==> src/rtl/zion_basic_circuit_lib_pkg.sv <==
// rtl/zion_basic_circuit_lib_pkg.sv - shared types for the basic circuit library
package zion_basic_circuit_lib_pkg;

    typedef enum logic [1:0] {
        EMPTY = 2'd0,
        ONE   = 2'd1,
        FULL  = 2'd2
    } skid_state_e;

endpackage

==> src/rtl/zion_basic_circuit_lib_clr_en_dff.sv <==
// rtl/zion_basic_circuit_lib_clr_en_dff.sv - data register with async reset, sync clear and load enable
module zion_basic_circuit_lib_clr_en_dff #(
    parameter int                WIDTH    = 8,
    parameter logic [WIDTH-1:0]  INI_DATA = '0
) (
    input  logic             clk,
    input  logic             rst,
    input  logic             i_clr,
    input  logic             i_en,
    input  logic [WIDTH-1:0] i_dat,
    output logic [WIDTH-1:0] o_dat
);

    logic [WIDTH-1:0] r_dat;

    // Clear wins over load so a flush cycle never captures a new beat.
    always_ff @(posedge clk or negedge rst) begin
        if (!rst) begin
            r_dat <= INI_DATA;
        end else if (i_clr) begin
            r_dat <= INI_DATA;
        end else if (i_en) begin
            r_dat <= i_dat;
        end
    end

    assign o_dat = r_dat;

endmodule

==> src/rtl/zion_basic_circuit_lib_clr_skid_buf.sv <==
// rtl/zion_basic_circuit_lib_clr_skid_buf.sv - two-entry flushable skid buffer; ZION_SKID_BUF_STALL_CNT_EN adds a stall counter
module zion_basic_circuit_lib_clr_skid_buf
    import zion_basic_circuit_lib_pkg::*;
#(
    parameter int                WIDTH     = 8,
    parameter logic [WIDTH-1:0]  INI_DATA  = '0,
    parameter int                CNT_WIDTH = 16
) (
    input  logic                 clk,
    input  logic                 rst,
    input  logic                 iClr,
    input  logic                 iVld,
    output logic                 oRdy,
    input  logic [WIDTH-1:0]     iDat,
    output logic                 oVld,
    input  logic                 iRdy,
    output logic [WIDTH-1:0]     oDat,
    output logic [CNT_WIDTH-1:0] oStallCnt
);

    if (WIDTH < 1) begin : g_bad_width
        $error("zion_basic_circuit_lib_clr_skid_buf: WIDTH must be >= 1");
    end
    if (CNT_WIDTH < 1) begin : g_bad_cnt_width
        $error("zion_basic_circuit_lib_clr_skid_buf: CNT_WIDTH must be >= 1");
    end

    skid_state_e      r_state;
    skid_state_e      w_nxt_state;
    logic             r_ordy;
    logic             r_ovld;
    logic             w_acc;
    logic             w_dlv;
    logic             w_main_en;
    logic             w_skid_en;
    logic [WIDTH-1:0] w_main_d;
    logic [WIDTH-1:0] w_main_q;
    logic [WIDTH-1:0] w_skid_q;

    assign w_acc = iVld & r_ordy;
    assign w_dlv = r_ovld & iRdy;

    always_comb begin
        w_nxt_state = r_state;
        w_main_en   = 1'b0;
        w_skid_en   = 1'b0;
        case (r_state)
            EMPTY: begin
                if (w_acc) begin
                    w_nxt_state = ONE;
                    w_main_en   = 1'b1;
                end
            end
            ONE: begin
                if (w_acc && w_dlv) begin
                    w_main_en   = 1'b1;
                end else if (w_acc) begin
                    w_nxt_state = FULL;
                    w_skid_en   = 1'b1;
                end else if (w_dlv) begin
                    w_nxt_state = EMPTY;
                end
            end
            FULL: begin
                if (w_dlv) begin
                    w_nxt_state = ONE;
                    w_main_en   = 1'b1;
                end
            end
            default: begin
                w_nxt_state = EMPTY;
            end
        endcase
        if (iClr) begin
            w_nxt_state = EMPTY;
        end
    end

    // Only the FULL->ONE move refills main from skid; every other load takes the upstream beat.
    assign w_main_d = (r_state == FULL) ? w_skid_q : iDat;

    // Handshake flags are registered from the next state so no input reaches an output combinationally.
    always_ff @(posedge clk or negedge rst) begin
        if (!rst) begin
            r_state <= EMPTY;
            r_ordy  <= 1'b1;
            r_ovld  <= 1'b0;
        end else begin
            r_state <= w_nxt_state;
            r_ordy  <= (w_nxt_state != FULL);
            r_ovld  <= (w_nxt_state != EMPTY);
        end
    end

    zion_basic_circuit_lib_clr_en_dff #(
        .WIDTH    (WIDTH),
        .INI_DATA (INI_DATA)
    ) u_main (
        .clk   (clk),
        .rst   (rst),
        .i_clr (iClr),
        .i_en  (w_main_en),
        .i_dat (w_main_d),
        .o_dat (w_main_q)
    );

    zion_basic_circuit_lib_clr_en_dff #(
        .WIDTH    (WIDTH),
        .INI_DATA (INI_DATA)
    ) u_skid (
        .clk   (clk),
        .rst   (rst),
        .i_clr (iClr),
        .i_en  (w_skid_en),
        .i_dat (iDat),
        .o_dat (w_skid_q)
    );

    assign oRdy = r_ordy;
    assign oVld = r_ovld;
    assign oDat = w_main_q;

`ifdef ZION_SKID_BUF_STALL_CNT_EN
    logic [CNT_WIDTH-1:0] r_stall_cnt;

    // Saturating, and deliberately immune to iClr so flushes do not hide stall history.
    always_ff @(posedge clk or negedge rst) begin
        if (!rst) begin
            r_stall_cnt <= '0;
        end else if (r_ovld && !iRdy && (r_stall_cnt != '1)) begin
            r_stall_cnt <= r_stall_cnt + CNT_WIDTH'(1);
        end
    end

    assign oStallCnt = r_stall_cnt;
`else
    assign oStallCnt = '0;
`endif

endmodule
==> config.mk <==
export PLATFORM = sky130hd
export DESIGN_NAME = zion_basic_circuit_lib_clr_skid_buf
export DESIGN_NICKNAME = d
export VERILOG_FILES = /design/src/rtl/zion_basic_circuit_lib_pkg.sv /design/src/rtl/zion_basic_circuit_lib_clr_en_dff.sv /design/src/rtl/zion_basic_circuit_lib_clr_skid_buf.sv
export SDC_FILE = /design/constraint.sdc
export NUM_CORES = 1
export LEC_CHECK = 0
export BUFFER_PORTS_ARGS = -buffer_cell sky130_fd_sc_hd__buf_4
export CORE_MARGIN = 3
export CORE_UTILIZATION = 40
export DETAILED_ROUTE_END_ITERATION = 7
export PLACE_DENSITY = 0.78
export SLEW_MARGIN = 30
export SYNTH_ARGS = -nofsm -noshare
export SYNTH_HDL_FRONTEND = slang
export SYNTH_HIERARCHICAL = 1
export SYNTH_SLANG_ARGS = --single-unit
==> constraint.sdc <==
create_clock -name clk -period 1.75 [get_ports clk]
set_input_delay 0.35 -clock clk [delete_from_list [all_inputs] [get_ports clk]]
set_output_delay 0.35 -clock clk [all_outputs]
set_load 0.05 [all_outputs]
# Word-level counts from Yosys, hierarchy flattened
# Index checks and enable logic that the tools add are counted.
[word_totals]
reg_bits = 20
in_bits = 13
mem_bits_ro = 0
mem_count = 0
latchBits = 0
mem_bits_rw = 0
[classes]
n_addsub = 0
n_bitwise = 2
n_mul = 0
n_reduce_logical = 5
eq_ne = 3
muxes = 18
shift = 0
magnitude_cmp = 0
div_mod_pow = 0
[op_table]
columns = ["operator", "n"]
rows = [
  ["$mux W8", 5],
  ["$mux W2", 6],
  ["$pmux W2 S3", 1],
  ["$reduce_bool A2 Y1", 3],
  ["$mux W1", 5],
  ["$pmux W1 S3", 1],
  ["$and A1 B1 Y1", 2],
  ["$eq A2 B1 Y1 const B", 1],
  ["$eq A2 B2 Y1 const B", 1],
  ["$logic_not A2 Y1", 1],
  ["$ne A2 B2 Y1 const B", 1],
  ["$logic_and A1 B1 Y1", 1],
]

# Depth between registers and ports, before layout
# Gate-level depths: netlist (run 1).
[depth]
ltp_word = 7
ltp_mapped = 7
ltp_nobuf = 5

# Modules after synthesis
# The synthesis (run 1) kept the hierarchy.
[modules_own_cells]
columns = ["mod", "area_per_inst_um2", "cells_per_inst", "instances"]
rows = [
  ["zion_basic_circuit_lib_clr_en_dff", 325.3, 26, 2],
  ["zion_basic_circuit_lib_clr_skid_buf", 450.4, 65, 1],
]

# Worst setup path after synthesis (run 1)
# OpenSTA, ideal clock, no wires.
[synth_timing]
path_kind = "flip-flop to flip-flop"
startpoint = "reg r_ordy, in the netlist oRdy"
endpoint = "reg u_main.r_dat[0], in the netlist u_main/o_dat[0]"
stages_incl_launch_ff = 7
setup_ps = 128
t_arrival_ps = 1510
slack_ps = 111
required_time_ps = 1622
synth_period_minus_slack_ps = 1639
cell_sequence = "dfstp_2 > nand2_1 > o22a_1 > o31ai_1 > buf_6 > mux2i_1 > nor2_1"
[synth_via]
elab_chain_cells = 5
elab_cells_between_ends = 6
classes_between = "mux (3); bitwise (1); reduce/logical (2)"
[synth_rtl]
columns = ["element", "line_no", "source"]
rows = [
  ["from (decl)", "zion_basic_circuit_lib_clr_skid_buf.sv:30", "logic r_ordy;"],
  ["from (signal assigned)", "zion_basic_circuit_lib_clr_skid_buf.sv:90", "r_ordy <= (w_nxt_state != FULL);"],
  ["$and A1 B1 Y1 (*)", "zion_basic_circuit_lib_clr_skid_buf.sv:40", "assign w_acc = iVld & r_ordy;"],
  ["$logic_and A1 B1 Y1", "zion_basic_circuit_lib_clr_skid_buf.sv:55", "if (w_acc && w_dlv) begin"],
  ["$mux W1", "zion_basic_circuit_lib_clr_skid_buf.sv:55", ""],
  ["$pmux W1 S3 (*)", "zion_basic_circuit_lib_clr_skid_buf.sv:47", "case (r_state)"],
  ["named net w_main_en", "zion_basic_circuit_lib_clr_skid_buf.sv:34", "logic w_main_en;"],
  ["$reduce_bool A2 Y1 (no source line) (*)", "n/a", ""],
  ["to (signal assigned)", "zion_basic_circuit_lib_clr_en_dff.sv:23", "r_dat <= i_dat;"],
  ["to (decl)", "zion_basic_circuit_lib_clr_en_dff.sv:14", "logic [WIDTH-1:0] r_dat;"],
]
# The timed path passes the listed nets; every way through them passes the cells marked *.
# A chain may end at the register's enable or synchronous reset.

# Worst setup path in the final report (run 1)
[layout_timing]
startpoint = "reg r_state[0]"
endpoint = "reg u_main.r_dat[3], in the netlist u_main/o_dat[3]"
[layout_via]
elab_cells_between_ends = 8
classes_between = "eq/ne (2); mux (4); reduce/logical (2)"
[layout_rtl]
columns = ["element", "line_no", "source"]
rows = [
  ["from (decl)", "zion_basic_circuit_lib_clr_skid_buf.sv:28", "skid_state_e r_state;"],
  ["from (signal assigned)", "zion_basic_circuit_lib_clr_skid_buf.sv:89", "r_state <= w_nxt_state;"],
  ["$eq A2 B2 Y1, or another cell as far along", "zion_basic_circuit_lib_clr_skid_buf.sv:47", ""],
  ["$pmux W1 S3 (*)", "zion_basic_circuit_lib_clr_skid_buf.sv:47", ""],
  ["named net w_main_en", "zion_basic_circuit_lib_clr_skid_buf.sv:34", ""],
  ["$reduce_bool A2 Y1 (no source line) (*)", "n/a", ""],
]
# The timed path passes the listed nets; every way through them passes the cells marked *. The select of a mux whose other input is x is not followed.

==> results of run 1 <==
==> kinds of logic (layout without fill, tap and decap cells) <==
family | Yosys count | in the layout
compound gates | 8 | 8
simple gates | 49 | 49
flops | 20 | 20
other cells | 1 | 16
mux | 16 | 16
buf+inv | 23 | 33
==> final timing paths <==
kind                            startpoint               to  slack, ns
setup / recovery                r_state[0]  u_main/o_dat[3]       0.15
hold / removal                     iDat[1]  u_skid/o_dat[1]       0.32
setup reg to reg                r_state[0]  u_main/o_dat[3]       0.15
hold reg to reg            u_skid/o_dat[3]  u_skid/o_dat[3]       0.54
max in group asynchronous              rst             oRdy       1.03
min in group asynchronous              rst  u_skid/o_dat[6]       0.46
==> cell usage in the layout, fill, tap and decap left out <==
master / count
or2_2: 1
a221o_1: 1
o22a_1: 1
or4_1: 1
a21boi_0: 1
nor2b_1: 1
conb_1: 16
nand4b_1: 1
dfstp_2: 1
nor2_1: 17
nand2b_2: 1
o31ai_1: 1
mux2i_1: 16
nand2_1: 26
dfrtp_1: 19
nand3_1: 1
a21oi_1: 1
inv_1: 1
buf_4: 27
dlygate4sd3_1: 1
clkbuf_8: 1
a211oi_1: 2
clkbuf_4: 3
o211ai_1: 1
==> layout make-up <==
cell class | count | area, sq um
tap | 30 | 37.54
timing repair buffer | 28 | 212.7
fill | 238 | 1267
multi-input combinational | 89 | 485.5
clock buffer | 4 | 36.28
inverter | 1 | 3.754
sequential | 20 | 501.7
==> worst max-delay path, cell delays in order, from the launching register on <==
cell and delay (ns):
dfrtp_1 0.44, or2_2 0.31, o22a_1 0.18, o31ai_1 0.07, buf_4 0.23, mux2i_1 0.21
nor2_1 0.05
==> sequential cells by signal, indices dropped and copies added, names as in the netlist <==
signal        flops
r_state           2
oRdy              1
u_main/o_dat      8
u_skid/o_dat      8
oVld              1
==> stage by stage <==
stage	cells	hold WS [ns]	utilization	instance area [sq um]	total power, W
6_report	172	0.3158	0.5020	1277	0.001207
2_1_floorplan	132	0.05441	-	1157	0.0008767
5_1_grt	172	0.3274	0.5020	1277	0.001272
4_1_cts	172	0.3153	0.5020	1277	0.001217
3_5_place_dp	167	0.2409	0.4838	1231	0.0009572
3_3_place_gp	167	0.2377	0.4838	1231	0.0009445
==> layer usage <==
metal  wire, um  vias to the layer above
met3        127                        0
met2       1028                       28
met4          0                        0
met1        996                      407
li1           -                      398
met5          0                        -
==> power by group <==
part / switching (W) / internal, W
Combinational: 0.000281 / 0.000134
Clock: 0.000132 / 0.000126
Sequential: 0.0000303 / 0.000503
==> what timing repair did <==
item | in CTS | in global routing
setup buffers | 0 | 0
endpoints found under the hold margin | 19 | 0
hold buffers | 1 | 0
==> results.json, run 1 <==
{
  "busiest_layer": "met2",
  "drive_above_1_share": 0.2394,
  "hpwl_mm": 1.633,
  "clkSinkCount": 20,
  "cp_data_required_time_ns": 1.93,
  "coreArea_sq_um": 2545,
  "power_density_nw_per_um2": 944.6,
  "place_ws_ns": 0.1465,
  "p_leak_nw": 0.6712,
  "root_buffer": "clkbuf_4",
  "h-tree-depth": 1,
  "track_usage": 0.1369,
  "synth-xor-area-share": 0,
  "arrival_ns": 1.78,
  "num_rows": 18,
  "gr-total-overflow": 0,
  "rr_worst_depth": 6,
  "worstSetupStartpointType": "flip-flop",
  "fin_setup_tns_ns": 0,
  "dieHeight_um": 58.47,
  "hold_viol": 0,
  "yosysMostFrequentCell": "nand2_1",
  "syn_avg_cell_area_sq_um": 9.411,
  "ys_seq_area_frac": 0.4557,
  "ys_warn_count": 6,
  "wl_per_cell_um": 12.51,
  "insertion_delay_ns": 0.29,
  "ys.flop_type": "dfrtp_1",
  "start_util": 0.4326,
  "gr-usage-met3": 0.02193,
  "dieArea_sq_um": 3418,
  "synth_cell_type_count": 24,
  "hold_class": "in -> reg",
  "syn_area_sq_um": 1101,
  "synth_common_cells": "nand2_1 (26), dfrtp_1 (19), nor2_1 (17)",
  "irDropWorstVdd_mv": 0.5917,
  "diodes": 0,
  "syn2layout_area_growth_pct": 16.02,
  "rsz0062_at_grt": "no",
  "antenna_found_initial": 0,
  "clock_skew_ns": 0.001099,
  "synth_top_family_by_area": "simple AND/OR/NAND/NOR gates",
  "synth_cells": 117,
  "grt_start_max_net_pins": 22,
  "setup_ws_ns": 0.1530,
  "fin_crit_sh": 0.9126,
  "grt_first_pass_wirelength_mm": 3.705,
  "die_w_um": 58.47,
  "grtUsageMet1": 0.1989,
  "initialDrtViolationCount": 7,
  "cp_max_fo": 8,
  "yosysTopAreaCellShare": 0.4318,
  "post_cts_resized": 0,
  "synth_fa_ha_area_frac": 0,
  "slew_violations": 0,
  "wl_mm": 2.152,
  "critPathKind": "reg -> reg",
  "clockBufferDepth": 2,
  "async_flop_share": 1.000,
  "gp_congestion": 0.7697,
  "grt_pass1_vias": 832,
  "portBuffers": 22,
  "drt-pass1-iter-count": 2,
  "finalCriticalPeriod_ns": 1.597,
  "num_vias": 833,
  "synth_compound_area_frac": 0.05568,
  "synth_top_area_cell": "dfrtp_1",
  "cts.clk_slew.worst_paths_ns": 0.11,
  "ys_top_cells_by_area": "dfrtp_1 (43%), mux2i_1 (15%), buf_4 (11%), nand2_1 (8.9%), nor2_1 (5.8%)",
  "ios": 39,
  "route.detailed.drc": 0,
  "ant_nets": 0,
  "fmax_mhz": 626.2,
  "drt-vias-per-instance": 4.843,
  "synth_simple_gate_area_frac": 0.1852,
  "max-cap-violations": 0,
  "grt.met2_usage": 0.2249,
  "crit_path_end_kind": "flip-flop",
  "setup_viol": 0,
  "fin_nets": 156,
  "synth_edf_count": 0,
  "cts_tree": "yes",
  "status": "completed",
  "synth.area.mux_share": 0.1455,
  "synth.ff_latch_count": 20,
  "cts-buffers-inserted": 3,
  "min_path_cells": 3
}
(Power assumes the default switching activity.)
==> run 2: changes to the inputs <==
==> constraint.sdc (replaced) <==
create_clock -name clk -period 1.9 [get_ports clk]
set_input_delay 0.38 -clock clk [delete_from_list [all_inputs] [get_ports clk]]
set_output_delay 0.38 -clock clk [all_outputs]
set_load 0.05 [all_outputs]
==> results.json, run 2 (synthesis results as in run 1) <==
{
  "track_usage": 0.1296,
  "cp_max_fo": 10,
  "finalCriticalPeriod_ns": 1.716,
  "syn2layout_area_growth_pct": 14.66,
  "num_vias": 823,
  "diodes": 0,
  "critPathTopFamily": "flip-flops",
  "arrival_ns": 1.90,
  "cts.clk_slew.worst_paths_ns": 0.11,
  "min_path_cells": 3,
  "worstSetupPathDepth": 6,
  "postPlaceCellArea_sq_um": 1216,
  "portBuffers": 22,
  "h-tree-depth": 1,
  "dieHeight_um": 58.47,
  "drt-vias-per-instance": 4.841,
  "grt_first_pass_wirelength_mm": 3.401,
  "nFillCells": 225,
  "clkSinkCount": 20,
  "seq_area_sq_um": 501.7,
  "hold_viol": 0,
  "cp_data_required_time_ns": 2.08,
  "fmax_mhz": 582.8,
  "crit_chain": "nand2b_2 > o22a_1 > o31ai_1 > buf_4 > mux2i_1 > nor2_1",
  "cts-buffers-inserted": 3,
  "gr-total-overflow": 0,
  "rr_worst_depth": 6,
  "slew_violations": 0,
  "final_common_cell": "nand2_1",
  "num_rows": 18,
  "rsz0062_at_grt": "no",
  "gp_congestion": 0.8127,
  "die_w_um": 58.47,
  "irDropWorstVdd_mv": 0.7859,
  "crit_slowest_cell": "dfrtp_1",
  "critPathKind": "reg -> reg",
  "stdcell_count": 170,
  "fin_nets": 154,
  "status": "completed",
  "fin_crit_sh": 0.9031,
  "fin_area_sq_um": 1262,
  "place_inst": 165,
  "grt_pass1_vias": 734,
  "start_util": 0.4326,
  "wl_mm": 2.104,
  "rr_startpoint": "r_state[0]",
  "cts_tree": "yes",
  "hold_buffers": 1,
  "max_stage_delay_ns": 0.44,
  "grt_start_max_net_pins": 22,
  "crit_buf_inv": 1,
  "clock_skew_ns": 0.004163,
  "route.detailed.drc": 0,
  "hold_class": "in -> reg",
  "ant_nets": 0,
  "multi_input_area_sq_um": 485.5,
  "crit_path_end_kind": "flip-flop",
  "max-cap-violations": 0,
  "ios": 39,
  "cts_setup_buffers": 0,
  "p_leak_nw": 0.6616,
  "final_cell_mix": "nand2_1 (26), buf_4 (25), dfrtp_1 (19)",
  "clockBufferDepth": 2,
  "power_density_nw_per_um2": 877.4,
  "post_cts_resized": 0,
  "setup_viol": 0,
  "min_from": "iDat[5]",
  "worstSetupStartpoint": "r_state[0]",
  "fin_setup_tns_ns": 0,
  "drive_above_1_share": 0.2286,
  "wl_per_cell_um": 12.38,
  "drt-pass1-iter-count": 4,
  "worstSetupStartpointType": "flip-flop",
  "hpwl_mm": 1.561,
  "coreArea_sq_um": 2545,
  "dieArea_sq_um": 3418,
  "insertion_delay_ns": 0.29,
  "initialDrtViolationCount": 18,
  "place_ws_ns": 0.2172,
  "setup_ws_ns": 0.1840,
  "root_buffer": "clkbuf_4",
  "antenna_found_initial": 0,
  "power.total_w": 0.001108
}
==> run 2: cell types whose count changed in the layout (fill, tap and decap cells not counted) <==
cell	delta
buf_4	-2
==> run 2: path summary, 6_finish.rpt <==
check                      slack (ns)              end
setup reg to reg                 0.18  u_main/o_dat[0]
max in group asynchronous        1.15             oRdy
hold / removal                   0.33  u_skid/o_dat[5]
setup / recovery                 0.18  u_main/o_dat[0]
hold reg to reg                  0.54  u_skid/o_dat[0]
min in group asynchronous        0.49  u_main/o_dat[6]
==> run 2: cell type report <==
| type | count | share of cell area |
|---|---|---|
| tap | 30 | 0.02973 |
| timing repair buffer | 26 | 0.1566 |
| inverter | 1 | 0.002973 |
| sequential | 20 | 0.3974 |
| multi-input combinational | 89 | 0.3845 |
| clock buffer | 4 | 0.02874 |
==> run 2: metal layers <==
metal	wire length, um	up-vias	part of all wire	global-route usage
met5	0	-	0	0
met4	5	0	0.0024	0
met3	187	2	0.089	0.04825
met2	943	42	0.45	0.2026
met1	967	377	0.46	0.1840
li1	-	402	-	-
==> run 2: tightest hold or removal path: cells and delay by family <==
family        cells  cell delay, ns
simple gates      1            0.08
mux               1            0.05
buf+inv           1            0.08
==> run 2: power breakdown <==
| part | internal, W | switching (W) |
|---|---|---|
| Clock | 0.000117 | 0.000122 |
| Sequential | 0.000463 | 0.0000302 |
| Combinational | 0.000120 | 0.000256 |
| Total | 0.000699 | 0.000408 |
==> run 2: through the flow <==
stage | utilization | hold slack, ns
2_1_floorplan | - | 0.08441
3_3_place_gp | 0.4779 | 0.2695
3_5_place_dp | 0.4779 | 0.2725
4_1_cts | 0.4961 | 0.3244
5_1_grt | 0.4961 | 0.3338
6_report | 0.4961 | 0.3326
==> run 3: changes to the inputs <==
--- a/config.mk
+++ b/config.mk
@@ -5,13 +5,14 @@
 export SDC_FILE = /design/constraint.sdc
 export NUM_CORES = 1
 export LEC_CHECK = 0
-export BUFFER_PORTS_ARGS = -buffer_cell sky130_fd_sc_hd__buf_4
 export CORE_MARGIN = 3
 export CORE_UTILIZATION = 40
 export DETAILED_ROUTE_END_ITERATION = 7
-export PLACE_DENSITY = 0.78
+export DONT_BUFFER_PORTS = 1
+export PLACE_DENSITY = 0.66
 export SLEW_MARGIN = 30
 export SYNTH_ARGS = -nofsm -noshare
 export SYNTH_HDL_FRONTEND = slang
 export SYNTH_HIERARCHICAL = 1
 export SYNTH_SLANG_ARGS = --single-unit
+export TNS_END_PERCENT = 1
==> results.json, run 3 (synthesis results as in run 1) <==
{
  "gp_congestion": 0.7313,
  "fin_crit_sh": 0.8747,
  "num_vias": 746,
  "drt-pass1-iter-count": 4,
  "finalCriticalPeriod_ns": 1.662,
  "dieHeight_um": 58.47,
  "track_usage": 0.1243,
  "cts.clk_slew.worst_paths_ns": 0.11,
  "antenna_found_initial": 0,
  "setup_ws_ns": 0.2381,
  "drt-vias-per-instance": 5.007,
  "crit_path_end_kind": "flip-flop",
  "slew_violations": 0,
  "hpwl_mm": 1.512,
  "fin_nets": 133,
  "clockBufferDepth": 2,
  "insertion_delay_ns": 0.30,
  "arrival_ns": 1.86,
  "wl_mm": 1.988,
  "power_frac_comb": 0.216,
  "num_rows": 18,
  "grt_start_max_net_pins": 22,
  "grt_first_pass_wirelength_mm": 3.270,
  "critPathKind": "reg -> reg",
  "power.total_w": 0.001145,
  "fin_setup_tns_ns": 0,
  "seq_power_share": 0.486,
  "final_cell_mix": "nand2_1 (26), dfrtp_1 (19), nor2_1 (17)",
  "cts-buffers-inserted": 3,
  "start_util": 0.4326,
  "hold_ws_ns": 0.003512,
  "worstSetupStartpointType": "flip-flop",
  "irDropWorstVdd_mv": 0.5346,
  "p_clk_frac": 0.298,
  "initialDrtViolationCount": 14,
  "final_common_cell": "nand2_1",
  "swShare": 0.3418,
  "h-tree-depth": 1,
  "syn2layout_area_growth_pct": 1.364,
  "route.detailed.drc": 0,
  "slew_headroom": 0.6614,
  "place_ws_ns": 0.2569,
  "max-cap-violations": 0,
  "status": "completed",
  "cp_max_fo": 10,
  "switchingPower_w": 0.0003914,
  "ios": 39,
  "cp_data_required_time_ns": 2.10,
  "portBuffers": 0,
  "diodes": 0,
  "hold_class": "in -> async",
  "coreArea_sq_um": 2545,
  "gr-total-overflow": 0,
  "setup_viol": 0,
  "power_density_nw_per_um2": 1026,
  "hold_viol": 0,
  "drive_above_1_share": 0.1008,
  "die_w_um": 58.47,
  "dieArea_sq_um": 3418,
  "fmax_mhz": 601.7,
  "root_buffer": "clkbuf_4",
  "p_int_w": 0.0007536,
  "wl_per_cell_um": 13.34,
  "p_leak_nw": 0.5630,
  "grt_pass1_vias": 718,
  "clkSinkCount": 20,
  "cts_tree": "yes",
  "ant_nets": 0,
  "rsz0062_at_grt": "no",
  "worstMarginPinSlew_ns": 0.5069,
  "clock_skew_ns": 0.005470
}
-- run 3: cell count changes in the layout (fill, tap and decap cells not counted) --
cell / change
bufinv_16: +1
buf_2: +1
dlygate4sd3_1: -1
clkbuf_8: -1
buf_4: -21
-- run 3: path summary, 6_finish.rpt --
path	startpoint	to	slack (ns)	depth (start not counted)
min in group clk	iClr	u_skid/o_dat[2]	0.13	1
max	r_state[0]	u_main/o_dat[3]	0.24	6
min reg2reg	u_skid/o_dat[0]	u_skid/o_dat[0]	0.54	2
min	rst	u_skid/o_dat[4]	0.004	1
max reg2reg	r_state[0]	u_main/o_dat[3]	0.24	6
max in group asynchronous	rst	oRdy	1.56	1
-- run 3: final cells by class --
type	instances	area [sq um]
Clock buffer	3	22.52
Clock inverter	1	30.03
Fill cell	252	1429
Inverter	1	3.754
Multi-Input combinational cell	89	485.5
Sequential cell	20	501.7
Tap cell	30	37.54
Timing Repair Buffer	5	35.03
-- run 3: per-stage QoR --
stage	cells	util	area (sq um)
after floorplan	132	-	1157
after detailed placement	144	0.4159	1059
after global routing	149	0.4385	1116
final	149	0.4385	1116
after global placement	144	0.4159	1059
after CTS	149	0.4405	1121
-- run 3: critical path: stages, from the launching register on --
cell      delay (ns)
dfrtp_1         0.44
nand2b_2        0.29
o22a_1          0.25
o31ai_1         0.07
buf_4           0.23
mux2i_1         0.22
nor2_1          0.06
-- run 3: repair_timing --
| item | 4_1_cts | 5_1_grt |
|---|---|---|
| resized for setup | 0 | 0 |
| hold buffers | 1 | 0 |
| buffers inserted | 0 | 0 |
| endpoints found under the hold margin | 20 | 0 |
-- run 3: power groups by stage --
stage | registers (W) | logic (W) | clock network [W]
final | 0.000557 | 0.000247 | 0.000341
after global routing | 0.000563 | 0.000267 | 0.000369
after CTS | 0.000557 | 0.000249 | 0.000354
after detailed placement | 0.000566 | 0.000237 | 0
after global placement | 0.000564 | 0.000234 | 0
after floorplan | 0.000575 | 0.000233 | 0
-- run 3: layer usage --
layer | global-route usage | vias to the layer above | share of wire
li1 | - | 356 | -
met3 | 0.03070 | 2 | 0.080
met4 | 0.04967 | 0 | 0.0065
met2 | 0.2041 | 24 | 0.50
met5 | 0 | - | 0
met1 | 0.1564 | 364 | 0.41
